## config.mk

```make
export PLATFORM = sky130hd
export DESIGN_NAME = alu_seq
export DESIGN_NICKNAME = d
export VERILOG_FILES = /design/src/rtl/alu_pkg.sv /design/src/rtl/alu_mul_iter.sv /design/src/rtl/alu_seq.sv
export SDC_FILE = /design/constraint.sdc
export NUM_CORES = 1
export LEC_CHECK = 0
export ABC_CLOCK_PERIOD_IN_PS = 9550
export CAP_MARGIN = 5
export CORE_MARGIN = 5
export CORE_UTILIZATION = 62
export CTS_CLUSTER_SIZE = 40
export DETAILED_ROUTE_END_ITERATION = 8
export PLACE_DENSITY = 0.82
export SKIP_CTS_REPAIR_TIMING = 1
export SYNTH_ARGS = -nofsm -noshare
export SYNTH_HDL_FRONTEND = slang
export SYNTH_SLANG_ARGS = --single-unit
```

## constraint.sdc

```tcl
create_clock -name CLK -period 9.55 [get_ports CLK]
set_input_delay 1.4325 -clock CLK [delete_from_list [all_inputs] [get_ports CLK]]
set_output_delay 1.4325 -clock CLK [all_outputs]
set_load 0.005 [all_outputs]
```

## src/rtl/alu_pkg.sv

```systemverilog
// Shared constants for the sequential ALU: opcodes, flag bit positions and FSM states.
package alu_pkg;

  localparam logic [2:0] OP_ADD = 3'b000;
  localparam logic [2:0] OP_SUB = 3'b001;
  localparam logic [2:0] OP_AND = 3'b010;
  localparam logic [2:0] OP_OR  = 3'b011;
  localparam logic [2:0] OP_NOT = 3'b100;
  localparam logic [2:0] OP_SHL = 3'b101;
  localparam logic [2:0] OP_SHR = 3'b110;
  localparam logic [2:0] OP_MUL = 3'b111;

  localparam int unsigned FLG_N = 0;
  localparam int unsigned FLG_Z = 1;
  localparam int unsigned FLG_C = 2;
  localparam int unsigned FLG_V = 3;

  localparam logic [0:0] StIdle = 1'b0;
  localparam logic [0:0] StExec = 1'b1;

endpackage

```

## src/rtl/alu_mul_iter.sv

```systemverilog
// Iterative shift-add multiplier, one multiplier bit (LSB first) per clock.
// done_o marks the edge that performs the final iteration; prod_o is the product at that edge.
module alu_mul_iter #(
  parameter int unsigned WIDTH = 16
) (
  input  logic               clk_i,
  input  logic               rst_ni,
  input  logic               start_i,
  input  logic [WIDTH-1:0]   a_i,
  input  logic [WIDTH-1:0]   b_i,
  output logic               done_o,
  output logic [2*WIDTH-1:0] prod_o
);

  localparam int unsigned CNTW = $clog2(WIDTH) + 1;

  logic [2*WIDTH-1:0] acc_q, acc_d;
  logic [2*WIDTH-1:0] mcand_q, mcand_d;
  logic [WIDTH-1:0]   mplier_q, mplier_d;
  logic [CNTW-1:0]    cnt_q, cnt_d;

  always_comb begin
    acc_d    = acc_q;
    mcand_d  = mcand_q;
    mplier_d = mplier_q;
    cnt_d    = cnt_q;
    if (start_i) begin
      acc_d    = '0;
      mcand_d  = {{WIDTH{1'b0}}, a_i};
      mplier_d = b_i;
      cnt_d    = CNTW'(WIDTH);
    end else if (cnt_q != '0) begin
      acc_d    = acc_q + (mplier_q[0] ? mcand_q : '0);
      mcand_d  = mcand_q << 1;
      mplier_d = mplier_q >> 1;
      cnt_d    = cnt_q - CNTW'(1);
    end
  end

  assign done_o = (cnt_q == CNTW'(1));
  assign prod_o = acc_d;

  always_ff @(posedge clk_i) begin
    if (!rst_ni) begin
      acc_q    <= '0;
      mcand_q  <= '0;
      mplier_q <= '0;
      cnt_q    <= '0;
    end else begin
      acc_q    <= acc_d;
      mcand_q  <= mcand_d;
      mplier_q <= mplier_d;
      cnt_q    <= cnt_d;
    end
  end

endmodule

```

## src/rtl/alu_seq.sv

```systemverilog
// Clocked ALU with issue/complete handshake; single-cycle ops complete at the accept edge,
// shifts and multiply iterate in EXEC and complete at edge k+N.
module alu_seq
  import alu_pkg::*;
#(
  parameter int unsigned WIDTH = 16
) (
  input  logic             CLK,
  input  logic             RST_N,
  input  logic             EN,
  input  logic [2:0]       OP,
  input  logic             FLGON,
  input  logic [WIDTH-1:0] D1,
  input  logic [WIDTH-1:0] D2,
  output logic [WIDTH-1:0] ALUREG,
  output logic [3:0]       FLG,
  output logic             BUSY,
  output logic             DONE
);

  localparam int unsigned CNTW = $clog2(WIDTH) + 1;

  logic [0:0]       state_q, state_d;
  logic [2:0]       op_q, op_d;
  logic             flgon_q, flgon_d;
  logic [WIDTH-1:0] sh_q, sh_d;
  logic [CNTW-1:0]  cnt_q, cnt_d;
  logic [WIDTH-1:0] alureg_q, alureg_d;
  logic [3:0]       flg_q, flg_d;
  logic             done_q, done_d;

  logic               accept;
  logic [CNTW-1:0]    n_iss;
  logic [WIDTH:0]     add_full;
  logic [WIDTH-1:0]   sub_res;
  logic [WIDTH-1:0]   one_res;
  logic               one_c, one_v;
  logic               mul_done;
  logic [2*WIDTH-1:0] mul_prod;
  logic               last;
  logic               wr_en, wr_flg, wr_c, wr_v;
  logic [WIDTH-1:0]   wr_res;

  assign accept   = EN && (state_q == StIdle);
  assign add_full = {1'b0, D1} + {1'b0, D2};
  assign sub_res  = D1 - D2;

  alu_mul_iter #(
    .WIDTH (WIDTH)
  ) u_mul (
    .clk_i   (CLK),
    .rst_ni  (RST_N),
    .start_i (accept && (OP == OP_MUL)),
    .a_i     (D1),
    .b_i     (D2),
    .done_o  (mul_done),
    .prod_o  (mul_prod)
  );

  always_comb begin
    n_iss = '0;
    if (OP == OP_SHL || OP == OP_SHR) n_iss = {1'b0, D2[CNTW-2:0]};
    else if (OP == OP_MUL)            n_iss = CNTW'(WIDTH);
  end

  // Zero-iteration result; a shift by 0 passes D1 through with C=0.
  always_comb begin
    one_res = D1;
    one_c   = 1'b0;
    one_v   = 1'b0;
    case (OP)
      OP_ADD: begin
        one_res = add_full[WIDTH-1:0];
        one_c   = add_full[WIDTH];
        one_v   = (D1[WIDTH-1] == D2[WIDTH-1]) && (add_full[WIDTH-1] != D1[WIDTH-1]);
      end
      OP_SUB: begin
        one_res = sub_res;
        one_c   = (D1 < D2);
        one_v   = (D1[WIDTH-1] != D2[WIDTH-1]) && (sub_res[WIDTH-1] != D1[WIDTH-1]);
      end
      OP_AND:  one_res = D1 & D2;
      OP_OR:   one_res = D1 | D2;
      OP_NOT:  one_res = ~D1;
      default: one_res = D1;
    endcase
  end

  always_comb begin
    state_d = state_q;
    op_d    = op_q;
    flgon_d = flgon_q;
    sh_d    = sh_q;
    cnt_d   = cnt_q;
    done_d  = 1'b0;
    wr_en   = 1'b0;
    wr_flg  = 1'b0;
    wr_res  = one_res;
    wr_c    = 1'b0;
    wr_v    = 1'b0;
    last    = 1'b0;
    if (state_q == StIdle) begin
      if (accept) begin
        op_d    = OP;
        flgon_d = FLGON;
        sh_d    = D1;
        cnt_d   = n_iss;
        if (n_iss == '0) begin
          wr_en  = 1'b1;
          wr_flg = FLGON;
          wr_res = one_res;
          wr_c   = one_c;
          wr_v   = one_v;
          done_d = 1'b1;
        end else begin
          state_d = StExec;
        end
      end
    end else begin
      last = (op_q == OP_MUL) ? mul_done : (cnt_q == CNTW'(1));
      if (op_q == OP_SHL) begin
        sh_d = sh_q << 1;
        wr_c = sh_q[WIDTH-1];
      end else begin
        sh_d = sh_q >> 1;
        wr_c = sh_q[0];
      end
      wr_res = sh_d;
      if (op_q == OP_MUL) begin
        wr_res = mul_prod[WIDTH-1:0];
        wr_c   = |mul_prod[2*WIDTH-1:WIDTH];
        wr_v   = wr_c;
      end
      cnt_d = cnt_q - CNTW'(1);
      if (last) begin
        wr_en   = 1'b1;
        wr_flg  = flgon_q;
        done_d  = 1'b1;
        state_d = StIdle;
      end
    end
  end

  always_comb begin
    alureg_d = alureg_q;
    flg_d    = flg_q;
    if (wr_en) alureg_d = wr_res;
    if (wr_en && wr_flg) begin
      flg_d[FLG_N] = wr_res[WIDTH-1];
      flg_d[FLG_Z] = (wr_res == '0);
      flg_d[FLG_C] = wr_c;
      flg_d[FLG_V] = wr_v;
    end
  end

  always_ff @(posedge CLK) begin
    if (!RST_N) begin
      state_q  <= StIdle;
      op_q     <= '0;
      flgon_q  <= 1'b0;
      sh_q     <= '0;
      cnt_q    <= '0;
      alureg_q <= '0;
      flg_q    <= '0;
      done_q   <= 1'b0;
    end else begin
      state_q  <= state_d;
      op_q     <= op_d;
      flgon_q  <= flgon_d;
      sh_q     <= sh_d;
      cnt_q    <= cnt_d;
      alureg_q <= alureg_d;
      flg_q    <= flg_d;
      done_q   <= done_d;
    end
  end

  assign ALUREG = alureg_q;
  assign FLG    = flg_q;
  assign BUSY   = (state_q == StExec);
  assign DONE   = done_q;

endmodule

```

## After elaboration in Yosys (flattened, before gate mapping)

Index checks and enable logic that the tools add are counted.

- Output and inout bits: 22
- Bits of input ports: 39
- Bits in registers: 132
- Logic and storage cells: 98

- Muxes and demuxes: 43
- Equality and inequality tests: 15
- $lt $le $gt $ge: 1
- Add/subtract/negate cells: 5
- Bitwise gates (word level): 5
- Reductions and logical operators: 15

Operators with widths:

| operator | count |
|---|---|
| 2-to-1 mux 16 bit | 9 |
| 2-to-1 mux 32 bit | 3 |
| one-hot mux 16 bit (5 select lines) | 1 |
| adder 32 bit | 1 |
| 2-to-1 mux 5 bit | 6 |
| 2-to-1 mux 1 bit | 22 |
| == test 3 bit, second input constant | 6 |
| adder 16 x 16 -> 17 bit | 1 |
| bitwise AND 16 bit | 1 |
| zero test 16 bit | 1 |
| less-than comparator 16 bit | 1 |
| inverter 16 bit | 1 |
| bitwise OR 16 bit | 1 |
| OR reduction 16 bit | 1 |
| subtractor 16 bit | 1 |
| == test 5 x 1 -> 1 bit, second input constant | 2 |
| subtractor 5 x 1 -> 5 bit, second input constant | 2 |
| == test 3 x 2 -> 1 bit, second input constant | 2 |
| logical AND 1 bit | 5 |
| zero test 5 bit | 1 |
| nonzero test 5 bit | 1 |
| one-hot mux 1 bit (2 select lines) | 2 |
| nonzero test 2 bit | 2 |
| == test 3 x 1 -> 1 bit, second input constant | 1 |
| 7 further kinds | 10 |

## Longest topological paths before layout

- Word-level depth: 8
- Depth in mapped cells: 14
- Gate-level depth less buffers: 14

## Hierarchy

From an unflattened synthesis, not the netlist that was laid out.

- Cells, all modules: 1523
- Area, all modules: 10925.5 sq um

Modules (own cells, without submodules):

| module | area each (sq um) | seq. area each (sq um) | times used | cells an instance |
|---|---|---|---|---|
| alu_mul_iter | 5476.5 | 1701.6 | 1 | 748 |
| alu_seq | 5449.0 | 940.9 | 1 | 775 |

## Worst setup path after synthesis

OpenSTA, ideal clock, no wires.

- Path kind: input -> register
- From: in D1[0]
- To: reg flg_q[1], in the netlist FLG[1]
- Cell stages on the path: 13
- Data arrival time: 3962 ps
- Buffers on the path: 0
- Setup time: 75 ps
- Slack: 5514 ps
- Data required time: 9475 ps
- Cells stage by stage: inv_1 > ha_1 > fa_1 > nor2_1 > o221ai_2 > a2111oi_4 > a221oi_2 > o31a_1 > a211o_1 > a21o_1 > a211oi_2 > nand4_1 > o22ai_1

- Longest elaborated chain between the ends: 4
- Elaborated cells on any way between the ends: 8
- Those cells by class: add/sub (2); mux (2); bitwise (3); reduce/logical (1)

RTL lines:

| what | line | text |
|---|---|---|
| start: declaration | alu_seq.sv:13 | `input logic [WIDTH-1:0] D1,` |
| subtractor 16 bit (tied with other cells) | alu_seq.sv:46 | `assign sub_res = D1 - D2;` |
| one-hot mux 16 bit (5 select lines) (*) | alu_seq.sv:71 | `case (OP)` |
| 2-to-1 mux 16 bit (*) | alu_seq.sv:102 | `if (state_q == StIdle) begin` |
| zero test 16 bit (*) | alu_seq.sv:150 | `flg_d[FLG_Z] = (wr_res == '0);` |
| end signal: assignment | alu_seq.sv:173 | `flg_q <= flg_d;` |
| end: declaration | alu_seq.sv:29 | `logic [3:0] flg_q, flg_d;` |

Every way passes the cells marked *; elsewhere a longest branch is shown, timed or not.
A chain may end at the register's enable or synchronous reset.

## Worst setup path after layout

- From: in EN
- To: reg flg_q[2], in the netlist FLG[2]

- Longest elaborated chain between the ends: 6
- Elaborated cells on any way between the ends: 12
- Those cells by class: mux (8); reduce/logical (4)

RTL lines:

| what | line | text |
|---|---|---|
| start: declaration | alu_seq.sv:10 | `input logic EN,` |
| logical AND 1 bit (*) | alu_seq.sv:44 | `assign accept = EN && (state_q == StIdle);` |
| logical AND 1 bit | alu_seq.sv:53 | `.start_i (accept && (OP == OP_MUL)),` |
| 2-to-1 mux 32 bit | alu_mul_iter.sv:27 | `if (start_i) begin` |
| OR reduction 16 bit | alu_seq.sv:131 | `wr_c = \|mul_prod[2*WIDTH-1:WIDTH];` |
| 2-to-1 mux 1 bit | alu_seq.sv:129 | `if (op_q == OP_MUL) begin` |
| 2-to-1 mux 1 bit | alu_seq.sv:102 |  |

Marked as above.

==> summary.md <==
| Metric | Value |
|---|---|
| Status | completed |
| Hold-critical path depth | 2 |
| Core Rows | 49 |
| Aggregate routed wire length | 35100 um |
| Synth async-reset ratio | 0% |
| Cell at the root of the clock tree | sky130_fd_sc_hd__clkbuf_16 |
| Final Skew | 0.00977 ns |
| Critical path cell sequence | clkdlybuf4s50_1 -> buf_4 -> nor2b_1 -> nand4_1 -> buf_4 -> nand2_1 -> or3_1 -> nand4_1 -> a2111oi_0 -> nand4_1 -> o31ai_2 -> a31oi_1 |
| IO Count | 61 |
| Worst R2R Path Depth | 13 |
| Post-layout net count | 1653 |
| Syn. warnings | 0 |
| Peak fanout along the critical path | 56 |
| TritonCTS clock tree | built |
| Data arrival time of the critical path | 5.50 ns |
| Average wire per standard cell | 19.9 um |
| Half-perimeter wire length after detailed placement | 25000 um |
| DRC marker count from the first detailed-route iteration | 1543 |
| WP data required | 9.86 ns |
| Static Leak | 4.91 nW |
| Flip-flop cell with the highest count after synthesis | sky130_fd_sc_hd__dfxtp_1 |
| Average cell area after synthesis | 7.31 um2 |
| Critical Setup Path Class | input port to register |
| Stage delay of the slowest cell on the critical path | 0.77 ns |
| Main area contributors after synthesis | sky130_fd_sc_hd__dfxtp_1, sky130_fd_sc_hd__ha_1, sky130_fd_sc_hd__nand2_1, sky130_fd_sc_hd__a21oi_1, sky130_fd_sc_hd__nor2_1 |
| Number of hold violations in the final report | 0 |
| Pin count of the biggest net entering global routing | 89 |
| Starting density of the core | 62.6% |
| Commonest cells after routing, fill and taps aside | sky130_fd_sc_hd__nand2_1, sky130_fd_sc_hd__nor2_1, sky130_fd_sc_hd__a21oi_1 |
| Cell family with most CP delay | simple AND/OR/NAND/NOR gates |
| Setup slack on the worst flop-to-flop path | 5.43 ns |
| Placed Cells incl. Taps | 1729 |
| Total setup violations reported at the end of the flow | 0 |
| Number of vias after detailed routing | 11900 |
| Post-route DRC violation count | 0 |
| Filler cells | 1540 |
| Layout cell share with drive strength beyond 1 | 5.54% |
| Worst hold path startpoint | ALUREG[15] |
| Max Cap Viol | 0 |
| Worst slew pin tran | 0.999 ns |
| Leading area contributor after synthesis | sky130_fd_sc_hd__dfxtp_1 |
| Element type at the critical path end | register |
| Via density per instance | 6.75 |
| Number of iterations in the first detailed-routing pass | 6 |
| Number of global-route vias before repair | 10700 |
| Number of H-tree branching levels | 4 |
| Global routing usage summed across all routing layers | 33.5% |
| Cts bufs inserted | 17 |
| Count of unique library cells instantiated by Yosys | 90 |
| Min Tclk post-route | 5.19 ns |
| Cell repeated most along the worst path | sky130_fd_sc_hd__nand4_1 |
| Portion of the clock cycle consumed by the worst path in the final layout | 54.3% |
| Max clock buf depth | 2 |
| Die area | 20800 um2 |
| Net count of the mapped netlist | 1661 |
| Synthesized instance count | 1528 |
| Total power per unit cell area | 179 nW/um2 |
| Flops & latches, synth | 132 |
| Inserted Diodes | 0 |
| Logic depth of the worst setup path including buffers | 12 |
| EDFF count, synth | 0 |
| Routability Congestion | 0.964 |
| Count of buffers from port buffering | 60 |
| Total grt overflow | 0 |
| Core area | 17800 um2 |
| Endpoint, Worst Hold | ALUREG[15] |
| IR Drop Worst-Case VDD | 461 uV |
| Cell type of the slowest stage on the worst timing path | sky130_fd_sc_hd__nand4_1 |
| Slew HR | 33.4% |
| Number of antenna violations at the first check in global routing | 0 |
| Unrepaired setup endpoints after global routing | no |
| Maximum frequency from static timing analysis | 193 MHz |
| Non-filler cells, final | 1762 |
| Classification of the worst-slack hold path | register to register |
| Critical Path Start Type | input port |
| Final antenna-violating net count | 0 |
| Most frequent standard cell in the layout excluding fill and tap cells | sky130_fd_sc_hd__nand2_1 |
| WP buf/inv | 3 |
| Count of clock tree sinks | 132 |
| Post-route setup TNS | 0 ns |
| Cell Area, Synth | 11200 um2 |
| Post-CTS clock slew at the launch and capture registers of the worst setup and hold paths | 0.07 ns |
| Sequential fraction of the synthesis area | 23.6% |
| Area delta synth->final | 10.4% |
| Die outline width | 144 um |
| First-pass GRT wire length | 56100 um |
| Area share of the largest cell type after synthesis | 23.6% |
| Clock insertion delay at the later pin of the skew report | 0.43 ns |
| Count of pins over their slew limit | 0 |
| Reg2reg end | FLG[2] |
| Die Y-Extent | 144 um |
| RR Startpoint | u_mul.mplier_q[0] |
==> worst max-delay path by stage <==
| stage | to | start | slack [ns] |
|---|---|---|---|
| floorplan | FLG[1] | D1[0] | 5.51 |
| global placement | FLG[1] | OP[0] | 4.04 |
| detailed placement | FLG[1] | OP[0] | 4.01 |
| CTS | FLG[2] | EN | 4.42 |
| global route | FLG[2] | EN | 3.96 |
| finish | FLG[2] | EN | 4.36 |
==> area by class of cell <==
cell class	count	area, um2	area share, %
Multi-Input combinational cell	1220	7850	63.6
Sequential cell	132	2640	21.4
Timing Repair Buffer	77	726	5.88
Clock buffer	17	425	3.45
Tap cell	229	287	2.32
Inverter	72	270	2.19
Clock inverter	15	136	1.11
==> flip-flops by register name, summed over array words and instances, names as in the netlist <==
signal,flops
u_mul.cnt_q,5
cnt_q,5
BUSY,1
flgon_q,1
ALUREG,16
u_mul.mcand_q,32
u_mul.acc_q,32
sh_q,16
DONE,1
op_q,3
u_mul.mplier_q,16
FLG,4
==> kinds of logic (layout without fill, tap and decap cells) <==
kind of cell	count (synthesis)	in the layout	share of synthesized area (%)
adder cells (fa/ha/maj)	94	94	10.7
XOR/XNOR	26	26	2.04
buffers and inverters	176	181	6.25
multiplexers	24	24	2.16
flip-flops	132	132	23.6
AND/OR/NAND/NOR	579	579	24.3
AO/OA/AOI/OAI	497	497	30.9
==> worst min-delay path, stage by stage (launching register included) <==
cell	delay (ns)
sky130_fd_sc_hd__dfxtp_1	0.31
sky130_fd_sc_hd__nand2_1	0.05
sky130_fd_sc_hd__a21oi_1	0.05
==> per-stage QoR <==
stage               cell area [um2]  utilization [%]  power [mW]  setup WS (ns)  hold WS (ns)
floorplan                     11200                -        1.32           5.51         0.440
CTS                           12300             69.1        2.18           4.42         0.460
detailed placement            11800             66.0        1.55           4.01         0.453
finish                        12300             69.2        2.21           4.36         0.455
global placement              11800             66.0        1.54           4.04         0.447
global route                  12300             69.2        2.32           3.96         0.480
==> synthesized netlist by cell type (5+ instances only) <==
library cell,number
sky130_fd_sc_hd__dfxtp_1,132
sky130_fd_sc_hd__o21a_1,14
sky130_fd_sc_hd__nand3_1,27
sky130_fd_sc_hd__xor2_1,6
sky130_fd_sc_hd__a21o_1,23
sky130_fd_sc_hd__a21oi_1,133
sky130_fd_sc_hd__clkbuf_1,67
sky130_fd_sc_hd__buf_1,16
sky130_fd_sc_hd__ha_1,91
sky130_fd_sc_hd__nor3_1,47
sky130_fd_sc_hd__a22oi_1,6
sky130_fd_sc_hd__and3_1,13
sky130_fd_sc_hd__or3_1,8
sky130_fd_sc_hd__a311oi_1,45
sky130_fd_sc_hd__o21bai_1,9
sky130_fd_sc_hd__o311a_1,5
sky130_fd_sc_hd__nand2b_1,10
sky130_fd_sc_hd__nand4_1,15
sky130_fd_sc_hd__a211oi_1,44
sky130_fd_sc_hd__a22o_1,6
sky130_fd_sc_hd__o211ai_1,10
sky130_fd_sc_hd__and2_1,46
sky130_fd_sc_hd__o22ai_1,19
sky130_fd_sc_hd__a211o_1,8
sky130_fd_sc_hd__buf_2,18
sky130_fd_sc_hd__a31oi_1,17
sky130_fd_sc_hd__o2111ai_1,9
sky130_fd_sc_hd__nand2_1,206
sky130_fd_sc_hd__a221o_1,5
sky130_fd_sc_hd__inv_1,71
sky130_fd_sc_hd__nor2b_1,18
sky130_fd_sc_hd__o21ai_0,76
sky130_fd_sc_hd__a31o_2,5
sky130_fd_sc_hd__nor2_1,152
sky130_fd_sc_hd__nor4_1,13
sky130_fd_sc_hd__xnor2_1,20
sky130_fd_sc_hd__mux2i_1,23
==> per-layer routing <==
layer	GRT usage [%]	vias to the layer above	wire length (um)
met4	10.6	0	1080
met2	49.9	711	15000
li1	-	5548	-
met1	47.4	5541	14600
met5	0	-	0
met3	8.73	96	4390
==> power breakdown <==
group,total (mW),switching (mW),leakage (nW),internal (mW)
clock,0.638,0.295,0.274,0.344
sequential,0.672,0.0562,1.08,0.616
combinational,0.900,0.611,3.56,0.289
Note: power is estimated with default switching activity, not from simulation.
